### config.mk
export PLATFORM = sky130hd
export DESIGN_NAME = ram_arbiter
export DESIGN_NICKNAME = d
export VERILOG_FILES = /design/src/rtl/ram_arbiter_pkg.sv /design/src/rtl/ram_arb_fifo.sv /design/src/rtl/ram_arbiter.sv
export SDC_FILE = /design/constraint.sdc
export NUM_CORES = 1
export LEC_CHECK = 0
export CAP_MARGIN = 20
export CORE_MARGIN = 2
export CORE_UTILIZATION = 24
export DETAILED_ROUTE_END_ITERATION = 12
export GPL_TIMING_DRIVEN = 0
export SYNTH_ARGS = -nofsm -noshare
export SYNTH_HDL_FRONTEND = slang
export SYNTH_HIERARCHICAL = 1
export SYNTH_SLANG_ARGS = --single-unit
### constraint.sdc
create_clock -name clk -period 3.55 [get_ports clk]
set_input_delay 0.71 -clock clk [delete_from_list [all_inputs] [get_ports clk]]
set_output_delay 0.71 -clock clk [all_outputs]
set_load 0.01 [all_outputs]
### src/rtl/ram_arbiter_pkg.sv
// Shared definitions for the RAM arbiter: bus widths, grant encodings and
// the full-word byte-enable constant.
package ram_arbiter_pkg;

  // Register-bus widths shared with the core and the debug module.
  localparam int REGBUS_AW = 32;
  localparam int REGBUS_DW = 32;

  // RAM byte lanes and the "write every lane" mask used by debug writes.
  localparam int                BE_W   = 4;
  localparam logic [BE_W-1:0]   BE_ALL = 4'hF;

  // Grant state: the state register value is the owner of the RAM port this cycle.
  typedef enum logic {
    GNT_CORE = 1'b0,
    GNT_DBG  = 1'b1
  } gnt_e;

endpackage

### src/rtl/ram_arb_fifo.sv
// Synchronous FIFO holding buffered debug writes ({addr, data} entries).
// A push into a full FIFO is accepted only when a pop happens in the same cycle.
module ram_arb_fifo #(
  parameter  int DEPTH = 4,
  parameter  int W     = 64,
  localparam int PW    = $clog2(DEPTH),
  localparam int CW    = PW + 1
) (
  input  logic          clk,
  input  logic          rstn,
  input  logic          i_push,
  input  logic          i_pop,
  input  logic [W-1:0]  i_wdata,
  output logic [W-1:0]  o_rdata,
  output logic          o_full,
  output logic          o_empty,
  output logic [CW-1:0] o_count
);

  logic [W-1:0]  r_mem [DEPTH];
  logic [PW-1:0] r_wr_ptr;
  logic [PW-1:0] r_rd_ptr;
  logic [CW-1:0] r_count;
  logic          w_pop;
  logic          w_push;

  assign w_pop   = i_pop & ~o_empty;
  assign w_push  = i_push & (~o_full | w_pop);
  assign o_full  = (r_count == CW'(DEPTH));
  assign o_empty = (r_count == '0);
  assign o_count = r_count;
  assign o_rdata = r_mem[r_rd_ptr];

  // Entry storage: written on an accepted push.
  // NOTE: the storage array is deliberately not reset; validity is carried
  // by the pointers and count, so the array can map onto plain RAM cells.
  always_ff @(posedge clk) begin
    if (w_push) r_mem[r_wr_ptr] <= i_wdata;
  end

  // Pointers and occupancy; pointers wrap naturally since DEPTH is a power of 2.
  // NOTE: all state here uses non-blocking assignment so every register
  // samples values from before the edge, independent of statement order.
  always_ff @(posedge clk) begin
    if (!rstn) begin
      r_wr_ptr <= '0;
      r_rd_ptr <= '0;
      r_count  <= '0;
    end else begin
      if (w_push) r_wr_ptr <= r_wr_ptr + PW'(1);
      if (w_pop)  r_rd_ptr <= r_rd_ptr + PW'(1);
      r_count <= r_count + CW'(w_push) - CW'(w_pop);
    end
  end

endmodule

### src/rtl/ram_arbiter.sv
// Merges core load/store traffic and buffered JTAG debug writes onto one
// single-port RAM. Core has priority; a starvation limit and halt_i force
// debug writes in, stalling the core for the cycle it loses the port.
module ram_arbiter
  import ram_arbiter_pkg::*;
#(
  parameter int AW         = REGBUS_AW,
  parameter int DW         = REGBUS_DW,
  parameter int FIFO_DEPTH = 4,
  parameter int MAX_STARVE = 8
) (
  input  logic            clk,
  input  logic            rstn,
  input  logic [BE_W-1:0] c_wen,
  input  logic            c_ren,
  input  logic [AW-1:0]   c_addr,
  input  logic [DW-1:0]   c_wdata,
  output logic [DW-1:0]   c_rdata,
  output logic            c_stall,
  input  logic            dbg_we,
  input  logic [AW-1:0]   dbg_addr,
  input  logic [DW-1:0]   dbg_wdata,
  input  logic            halt_i,
  output logic            dbg_ovf,
  output logic            dbg_empty,
  output logic [BE_W-1:0] m_wen,
  output logic            m_ren,
  output logic [AW-1:0]   m_addr,
  output logic [DW-1:0]   m_wdata,
  input  logic [DW-1:0]   m_rdata
);

  localparam int CNT_W = $clog2(FIFO_DEPTH) + 1;
  localparam int ST_W  = (MAX_STARVE > 1) ? $clog2(MAX_STARVE) : 1;

  gnt_e             r_state;
  gnt_e             w_state_nxt;
  logic [ST_W-1:0]  r_starve;
  logic             r_rd_pend;
  logic [DW-1:0]    r_rdata_q;
  logic             r_ovf;

  logic             w_c_req;
  logic             w_pop;
  logic             w_push_ok;
  logic             w_fifo_full;
  logic             w_fifo_empty;
  logic [CNT_W-1:0] w_fifo_count;
  logic [CNT_W-1:0] w_count_nxt;
  logic             w_pending_nxt;
  logic             w_starved;
  logic [AW+DW-1:0] w_fifo_head;
  logic [AW-1:0]    w_head_addr;
  logic [DW-1:0]    w_head_data;

  assign w_c_req       = c_ren | (|c_wen);
  assign w_pop         = (r_state == GNT_DBG) & ~w_fifo_empty;
  assign w_push_ok     = dbg_we & (~w_fifo_full | w_pop);
  assign w_count_nxt   = w_fifo_count + CNT_W'(w_push_ok) - CNT_W'(w_pop);
  assign w_pending_nxt = (w_count_nxt != '0);
  assign w_starved     = (r_starve == ST_W'(MAX_STARVE - 1));
  assign w_head_addr   = w_fifo_head[AW+DW-1:DW];
  assign w_head_data   = w_fifo_head[DW-1:0];

  assign dbg_empty = w_fifo_empty;
  assign dbg_ovf   = r_ovf;
  assign c_rdata   = r_rd_pend ? m_rdata : r_rdata_q;

  ram_arb_fifo #(
    .DEPTH (FIFO_DEPTH),
    .W     (AW + DW)
  ) u_fifo (
    .clk     (clk),
    .rstn    (rstn),
    .i_push  (dbg_we),
    .i_pop   (w_pop),
    .i_wdata ({dbg_addr, dbg_wdata}),
    .o_rdata (w_fifo_head),
    .o_full  (w_fifo_full),
    .o_empty (w_fifo_empty),
    .o_count (w_fifo_count)
  );

  // Grant state register.
  always_ff @(posedge clk) begin
    if (!rstn) r_state <= GNT_CORE;
    else       r_state <= w_state_nxt;
  end

  // Next grant: debug enters when work remains and core is idle, halted or
  // starving; it leaves after one write unless halt keeps it draining.
  // NOTE: the default assignment first keeps this block purely
  // combinational on every path, so no latch is inferred.
  always_comb begin
    w_state_nxt = GNT_CORE;
    case (r_state)
      GNT_CORE: if (w_pending_nxt && (halt_i || !w_c_req || w_starved)) w_state_nxt = GNT_DBG;
      GNT_DBG:  if (w_pending_nxt && halt_i)                            w_state_nxt = GNT_DBG;
      default:  w_state_nxt = GNT_CORE;
    endcase
  end

  // RAM port mux and core stall for the current grant.
  always_comb begin
    m_wen   = c_wen;
    m_ren   = c_ren;
    m_addr  = c_addr;
    m_wdata = c_wdata;
    c_stall = 1'b0;
    if (r_state == GNT_DBG) begin
      m_wen   = BE_ALL;
      m_ren   = 1'b0;
      m_addr  = w_head_addr;
      m_wdata = w_head_data;
      c_stall = w_c_req;
    end
  end

  // Starvation counter: counts busy core-granted cycles while debug waits.
  always_ff @(posedge clk) begin
    if (!rstn)                                   r_starve <= '0;
    else if (r_state == GNT_DBG || w_fifo_empty) r_starve <= '0;
    else if (w_c_req && !w_starved)              r_starve <= r_starve + ST_W'(1);
  end

  // Read tracking: data returns the cycle after an accepted core read and
  // is held afterwards so c_rdata stays stable between reads.
  always_ff @(posedge clk) begin
    if (!rstn) begin
      r_rd_pend <= 1'b0;
      r_rdata_q <= '0;
    end else begin
      r_rd_pend <= (r_state == GNT_CORE) & c_ren;
      if (r_rd_pend) r_rdata_q <= m_rdata;
    end
  end

  // Sticky overflow flag: a debug write arrived with no room for it.
  always_ff @(posedge clk) begin
    if (!rstn)                   r_ovf <= 1'b0;
    else if (dbg_we && !w_push_ok) r_ovf <= 1'b1;
  end

endmodule
==> impl_results.md, run 1 <==
* Status: finished, final reports clean
* Mapped Nets at 781
* First-pass GRT wire length at 43690 µm
* PostCTS Resize Cnt at 1
* Critical Path Start Type: flop
* Slew @ Worst Pin at 0.5547 ns
* Worst reg2reg startpoint: u_fifo/o_count[1]$_SDFF_PN0_
* Htree depth at 2
* Die area at 53350 µm²
* Via Count at 6595
* CTS root buf: clkbuf_16
* Initial antenna violation count at 4
* Vias per inst at 4.066
* Fill count at 4911
* Synth unique cells at 35
* Critical Path Fanout Max at 11
* Layout Nets at 1094
* Crit Path Category: reg -> out
* Worst VDD drop at 0.0002432 V
* Sw Ratio at 24.58%
* I/O pin total at 273
* Crit end category: output port
* Comb pwr share at 25.0%
* Hold WC Path Type: reg -> reg
* Final period util at 94.81%
* Routed Antenna Nets at 0
* Die Height at 231.0 µm
* Fin Clk Skew at 0.02307 ns
* Power Total at 0.01092 W
* P&R area growth vs syn at 39.74%
* Top post-synthesis cells by count: edfxtp_1 (256), mux2_2 (66), mux4_2 (64), dfxtp_1 (47), and2_1 (39)
* DRC at 0
* Initial DRC count at 252
* Hold_buf cts at 0
* Detailed placement HPWL at 19550 µm
* Cells after Synth at 601
* CP cell instances: clkbuf_4 -> buf_2 -> mux4_2 -> mux2_2 -> clkdlybuf4s50_1
* FMAX at 297.1 MHz
* Port Buffers at 272
* Drt first pass iters at 4
* Synthesized area per cell at 20.57 µm²
* Routed WL at 29680 µm
* Most frequent cell after synthesis: edfxtp_1
* Number of max-cap violations at 0
* Cell Count Post-Placement at 1557
* Max_slew headroom at 63.02%
* Fraction of layout cells with a size suffix above 1 at 27.16%
* Hold_ws at 0.4640 ns
* Worst-path clk slew at 0.05 ns
* Max-slew violation count at 0
* Gr ovfl total at 0
* Crit path arrival time at 2.66 ns
* EDFF count, synth at 256
* FFs w/ async S/R, synth at 0%
* Top cells by area, synth: edfxtp_1 (62%), mux4_2 (12%), dfxtp_1 (7.6%), mux2_2 (6.0%), mux2_4 (3.6%)
* Reg power frac at 40.2%
* Row cnt at 83
* Largest net degree at the start of global routing at 50
* Slowest cell on crit path: clkdlybuf4s50_1
* Maximum clock insertion buffer count at 3
* Starting Density at 24.20%
* Area leader, netlist: edfxtp_1
* Number of global-route vias before repair at 6970
* Synth Flop Type: edfxtp_1
* Synth warnings at 6
* Final min period at 3.366 ns
* Sequential fraction of the synthesis area at 69.78%
* Core area at 51090 µm²
* Slowest stage delay, CP at 0.48 ns
* Sw Pwr at 0.002685 W
* RSZ-0062 raised after global routing: false
* CTS tree: built
* Post-Synthesis Cell Area at 12360 µm²
* RD Place Congestion at 0.7481
* Seq cells post-synth at 303
* Clock Sinks at 303
* Clock share of power at 34.9%
* Clk_lat worst skew at 0.53 ns
* Worst hold start: r_starve[2]$_SDFFE_PP0P_
* Internal Dissipation at 0.008237 W
* Setup Fix Bufs, Post-CTS at 0
* Gr usage total at 11.12%
* PwrDens at 632.1 nW/µm²
* Share of the synthesized area in the top cell type at 62.17%
* Leakage power at 5.761 nW
* Post-layout util at 33.82%
* DR WL/cell at 18.30 µm
* Critical path data required time at 2.84 ns
* TritonCTS buffer count at 35
* Count of final setup violators at 0
* Non-Filler Instances at 1622
* Die W at 231.0 µm
* Hold Fails Final Rpt at 0
[critical path, delay by kind of cell, from the launching register on]
family / cells / cell delay [ns]
flip-flops: 1 / 0.30
multiplexers: 2 / 0.71
buffers and inverters: 3 / 1.11
[sequential cells by signal, summed over array words and instances, names as in the netlist, named ones only]
| name | count |
|---|---|
| u_fifo/r_mem | 256 |
| u_fifo/o_count | 3 |
| u_fifo/r_wr_ptr | 2 |
| dbg_ovf | 1 |
| r_rd_pend | 1 |
| r_rdata_q | 32 |
| u_fifo/r_rd_ptr | 2 |
| r_state | 1 |
| r_starve | 3 |
[layer usage]
layer / part of all wire, % / up-vias / track usage [%]
met5: 0.044 / - / 0
met4: 2.4 / 2 / 4.133
met3: 7.7 / 44 / 3.397
met2: 46 / 244 / 18.06
met1: 44 / 3283 / 13.94
li1: - / 3022 / -
[stage by stage]
stage                     setup TNS, ns  cell area, µm²  worst slack (ns)
after global routing                  0           17270           0.01649
final                                 0           17280            0.1843
after floorplan                       0           12360            0.3956
after global placement          -409.09           15940            -1.624
after detailed placement              0           16060            0.4314
after CTS                             0           17270           0.06510
[cells by family (layout without fill, tap and decap cells)]
kind of cell / Yosys count / count (layout) / share of synthesized area [%]
multiplexers: 165 / 165 / 21.72
buffers and inverters: 40 / 378 / 2.671
other: 0 / 3 / 0
XOR/XNOR: 5 / 5 / 0.4655
adder cells (fa/ha/maj): 11 / 11 / 1.235
AO/OA/AOI/OAI: 10 / 10 / 0.7084
AND/OR/NAND/NOR: 67 / 67 / 3.420
flip-flops: 303 / 303 / 69.78
[final cells by class]
class	instances	area (µm²)	area share, %
Timing Repair Buffer	276	2833	16.40
Inverter	10	37.54	0.2172
Clock buffer	46	917.1	5.308
Clock inverter	16	289.0	1.673
Antenna cell	3	7.507	0.04345
Multi-Input combinational cell	258	3416	19.77
Buffer	30	299.0	1.731
Tap cell	680	850.8	4.924
Sequential cell	303	8628	49.94
[placed cells by master, fill, tap and decap left out, types with 10 or more instances in the layout]
master	netlist	layout
clkdlybuf4s50_1	0	272
edfxtp_1	256	256
mux2_2	66	66
mux4_2	64	64
dfxtp_1	47	47
and2_1	39	35
clkbuf_16	0	35
mux2_4	30	30
clkbuf_1	4	15
buf_2	14	14
inv_1	10	10
[final timing paths]
check / endpoint / slack (ns) / cells past startpoint
worst min register to register: r_starve[2]$_SDFFE_PP0P_ / 0.46 / 2
worst max-delay path: m_wdata[31] / 0.18 / 5
worst min-delay path: r_starve[2]$_SDFFE_PP0P_ / 0.46 / 2
worst max register to register: r_state$_SDFF_PN0_ / 0.78 / 10
[power by group through the flow]
stage,Combinational (W),Clock (W),Sequential [W]
2_1_floorplan,0.00150,0,0.00445
3_3_place_gp,0.00272,0,0.00449
3_5_place_dp,0.00280,0,0.00446
4_1_cts,0.00281,0.00394,0.00439
5_1_grt,0.00295,0.00406,0.00442
6_report,0.00273,0.00381,0.00439
Note: power is estimated with default switching activity, not from simulation.
==> run 2, diff against run 1 <==
--- a/config.mk
+++ b/config.mk
@@ -6,7 +6,7 @@
 export NUM_CORES = 1
 export LEC_CHECK = 0
 export CAP_MARGIN = 20
-export CORE_MARGIN = 2
+export CORE_MARGIN = 1.5
 export CORE_UTILIZATION = 24
 export DETAILED_ROUTE_END_ITERATION = 12
 export GPL_TIMING_DRIVEN = 0
==> run 2 against run 1 <==
  * Sequential share of layout area grew 0.52 points
  * Clock-buffer cell count shrank 7
  * Sequential power is essentially flat
  * First-iteration DRC count shrank 6.0%
  * Largest power group unchanged
==> impl_results.md, run 2 (synthesis gave the netlist of run 1 again) <==
* Power Total at 0.01036 W (was 0.01092 W)
* DRC at 0 (unchanged)
* RSZ-0062 raised after global routing: false (unchanged)
* Status: finished, final reports clean (unchanged)
* Max FFs per register at 256 (unchanged)
* RD Place Congestion at 0.7557 (was 0.7481)
* Most frequent cells in the layout: clkdlybuf4s50_1 (272), edfxtp_1 (256), mux2_2 (66) (unchanged)
* Die Height at 230.0 µm (was 231.0 µm)
* Count of final setup violators at 0 (unchanged)
* Via Count at 6604 (was 6595)
* Seq. cell area at 8628 µm² (unchanged)
* DR WL/cell at 18.02 µm (was 18.30 µm)
* Crit end category: output port (unchanged)
* Max_slew headroom at 60.24% (was 63.02%)
* Worst VDD drop at 0.0002648 V (was 0.0002432 V)
* CTS tree: built (unchanged)
* PwrDens at 605.8 nW/µm² (was 632.1 nW/µm²)
* Die W at 230.0 µm (was 231.0 µm)
* Initial DRC count at 237 (was 252)
* FMAX at 299.1 MHz (was 297.1 MHz)
* Gr usage total at 11.17% (was 11.12%)
* Most common cell after layout, fill and taps aside: clkdlybuf4s50_1 (unchanged)
* Max-slew violation count at 0 (unchanged)
* Routed Antenna Nets at 0 (unchanged)
* I/O pin total at 273 (unchanged)
* Fin Clk Skew at 0.01805 ns (was 0.02307 ns)
* Maximum clock insertion buffer count at 3 (unchanged)
* TritonCTS buffer count at 35 (unchanged)
* Slew @ Worst Pin at 0.5964 ns (was 0.5547 ns)
* Slowest stage delay, CP at 0.58 ns (was 0.48 ns)
* Total negative slack at 0 ns (unchanged)
* First-pass GRT wire length at 43950 µm (was 43690 µm)
* Top Registers: u_fifo/r_mem: 256 flops, r_rdata_q: 32 flops (unchanged)
* Number of global-route vias before repair at 7143 (was 6970)
* Leakage power at 5.689 nW (was 5.761 nW)
* Core area at 50480 µm² (was 51090 µm²)
* Worst-path clk slew at 0.05 ns (about the same)
* CTS root buf: clkbuf_16 (unchanged)
* Setup Fix Bufs, Post-CTS at 0 (unchanged)
* Port Buffers at 272 (unchanged)
* Largest net degree at the start of global routing at 35 (was 50)
* Hold_buf cts at 0 (unchanged)
* Final min period at 3.344 ns (was 3.366 ns)
* Flop2flop setup slack at 0.78 ns (about the same)
* Most flop-heavy register: u_fifo/r_mem (unchanged)
* Hold WC Path Type: reg -> reg (unchanged)
* Starting Density at 24.49% (was 24.20%)
* Vias per inst at 4.092 (was 4.066)
* Initial antenna violation count at 5 (was 4)
* Row cnt at 82 (was 83)
* Critical path data required time at 2.84 ns (about the same)
* Detailed placement HPWL at 19920 µm (was 19550 µm)
* Fill count at 4852 (was 4911)
* Drt first pass iters at 4 (unchanged)
* Clock Sinks at 303 (unchanged)
* Multi-input gate area at 3416 µm² (unchanged)
* Hold Fails Final Rpt at 0 (unchanged)
* Critical Path Start Type: flop (unchanged)
* Hold_ws at 0.4642 ns (was 0.4640 ns)
* CP cell instances: buf_6 -> buf_12 -> mux4_2 -> mux2_2 -> clkdlybuf4s50_1 (was clkbuf_4 -> buf_2 -> mux4_2 -> mux2_2 -> clkdlybuf4s50_1)
* Number of max-cap violations at 0 (unchanged)
* Gr ovfl total at 0 (unchanged)
* Crit Path Category: reg -> out (unchanged)
* Slowest cell on crit path: mux4_2 (was clkdlybuf4s50_1)
* Routed WL at 29090 µm (was 29680 µm)
* Fraction of layout cells with a size suffix above 1 at 27.48% (was 27.16%)
* Die area at 52890 µm² (was 53350 µm²)
* Critical Path Fanout Max at 10 (was 11)
* Layout Nets at 1094 (unchanged)
* P&R area growth vs syn at 38.31% (was 39.74%)
* Clk_lat worst skew at 0.52 ns (was 0.53 ns)
* Final period util at 94.19% (was 94.81%)
* Crit path arrival time at 2.63 ns (was 2.66 ns)
* Htree depth at 2 (unchanged)
-- run 2: cell count changes in the layout (fill, tap and decap cells not counted), moves of 2 or more --
cell        change
clkinv_2        +9
clkinv_1        +4
buf_4           +2
clkinvlp_4      +2
clkbuf_1        -7
bufinv_16       -7
buf_2           -3
-- run 2: area by class of cell --
| type | count | area share (%) |
|---|---|---|
| antenna | 3 | 0.04390 |
| buffer | 30 | 1.771 |
| clock buffer | 39 | 5.209 |
| sequential | 303 | 50.45 |
| clock inverter | 23 | 0.8487 |
| multi-input combinational | 258 | 19.97 |
| tap | 672 | 4.917 |
| inverter | 10 | 0.2195 |
| timing repair buffer | 276 | 16.56 |
-- run 2: worst paths after layout --
check                               start                  endpoint  cells past startpoint
max reg2reg  u_fifo/o_count[1]$_SDFF_PN0_        r_state$_SDFF_PN0_                     10
min reg2reg      r_starve[2]$_SDFFE_PP0P_  r_starve[2]$_SDFFE_PP0P_                      2
max                                  flop               m_wdata[31]                      5
min              r_starve[2]$_SDFFE_PP0P_  r_starve[2]$_SDFFE_PP0P_                      2
-- run 2: what timing repair did --
action                     CTS  global route
resized for setup            2             3
gates cloned                 0             0
setup endpoints to repair    3             8
-- run 2: per-layer routing --
layer  track usage, %  wire length, µm  vias up
met5                0               35        -
li1                 -                -     3027
met3            3.807             2234       43
met1            14.06            12550     3293
met4            2.819              533        6
met2            18.35            13730      235
-- run 2: critical path, delay by kind of cell, from the launching register on --
kind / cells / cell delay [ns]
buffers and inverters: 3 / 0.93
DFF: 1 / 0.32
muxes: 2 / 0.87
-- run 2: metrics by stage --
step,utilization [%],setup slack [ns],cell area [µm²],instances
floorplan,-,0.3956,12360,601
global placement,31.55,-1.564,15930,1545
detailed placement,31.79,0.5241,16050,1549
CTS,33.85,0.008171,17090,1611
global route,33.86,0.04285,17090,1611
finish,33.88,0.2063,17100,1614
-- run 2: where the power goes --
group	internal, W	total (W)	switching, W
Sequential	0.00429	0.00439	0.000105
Clock	0.00188	0.00326	0.00138
Combinational	0.00154	0.00271	0.00116
Total	0.00771	0.0104	0.00265
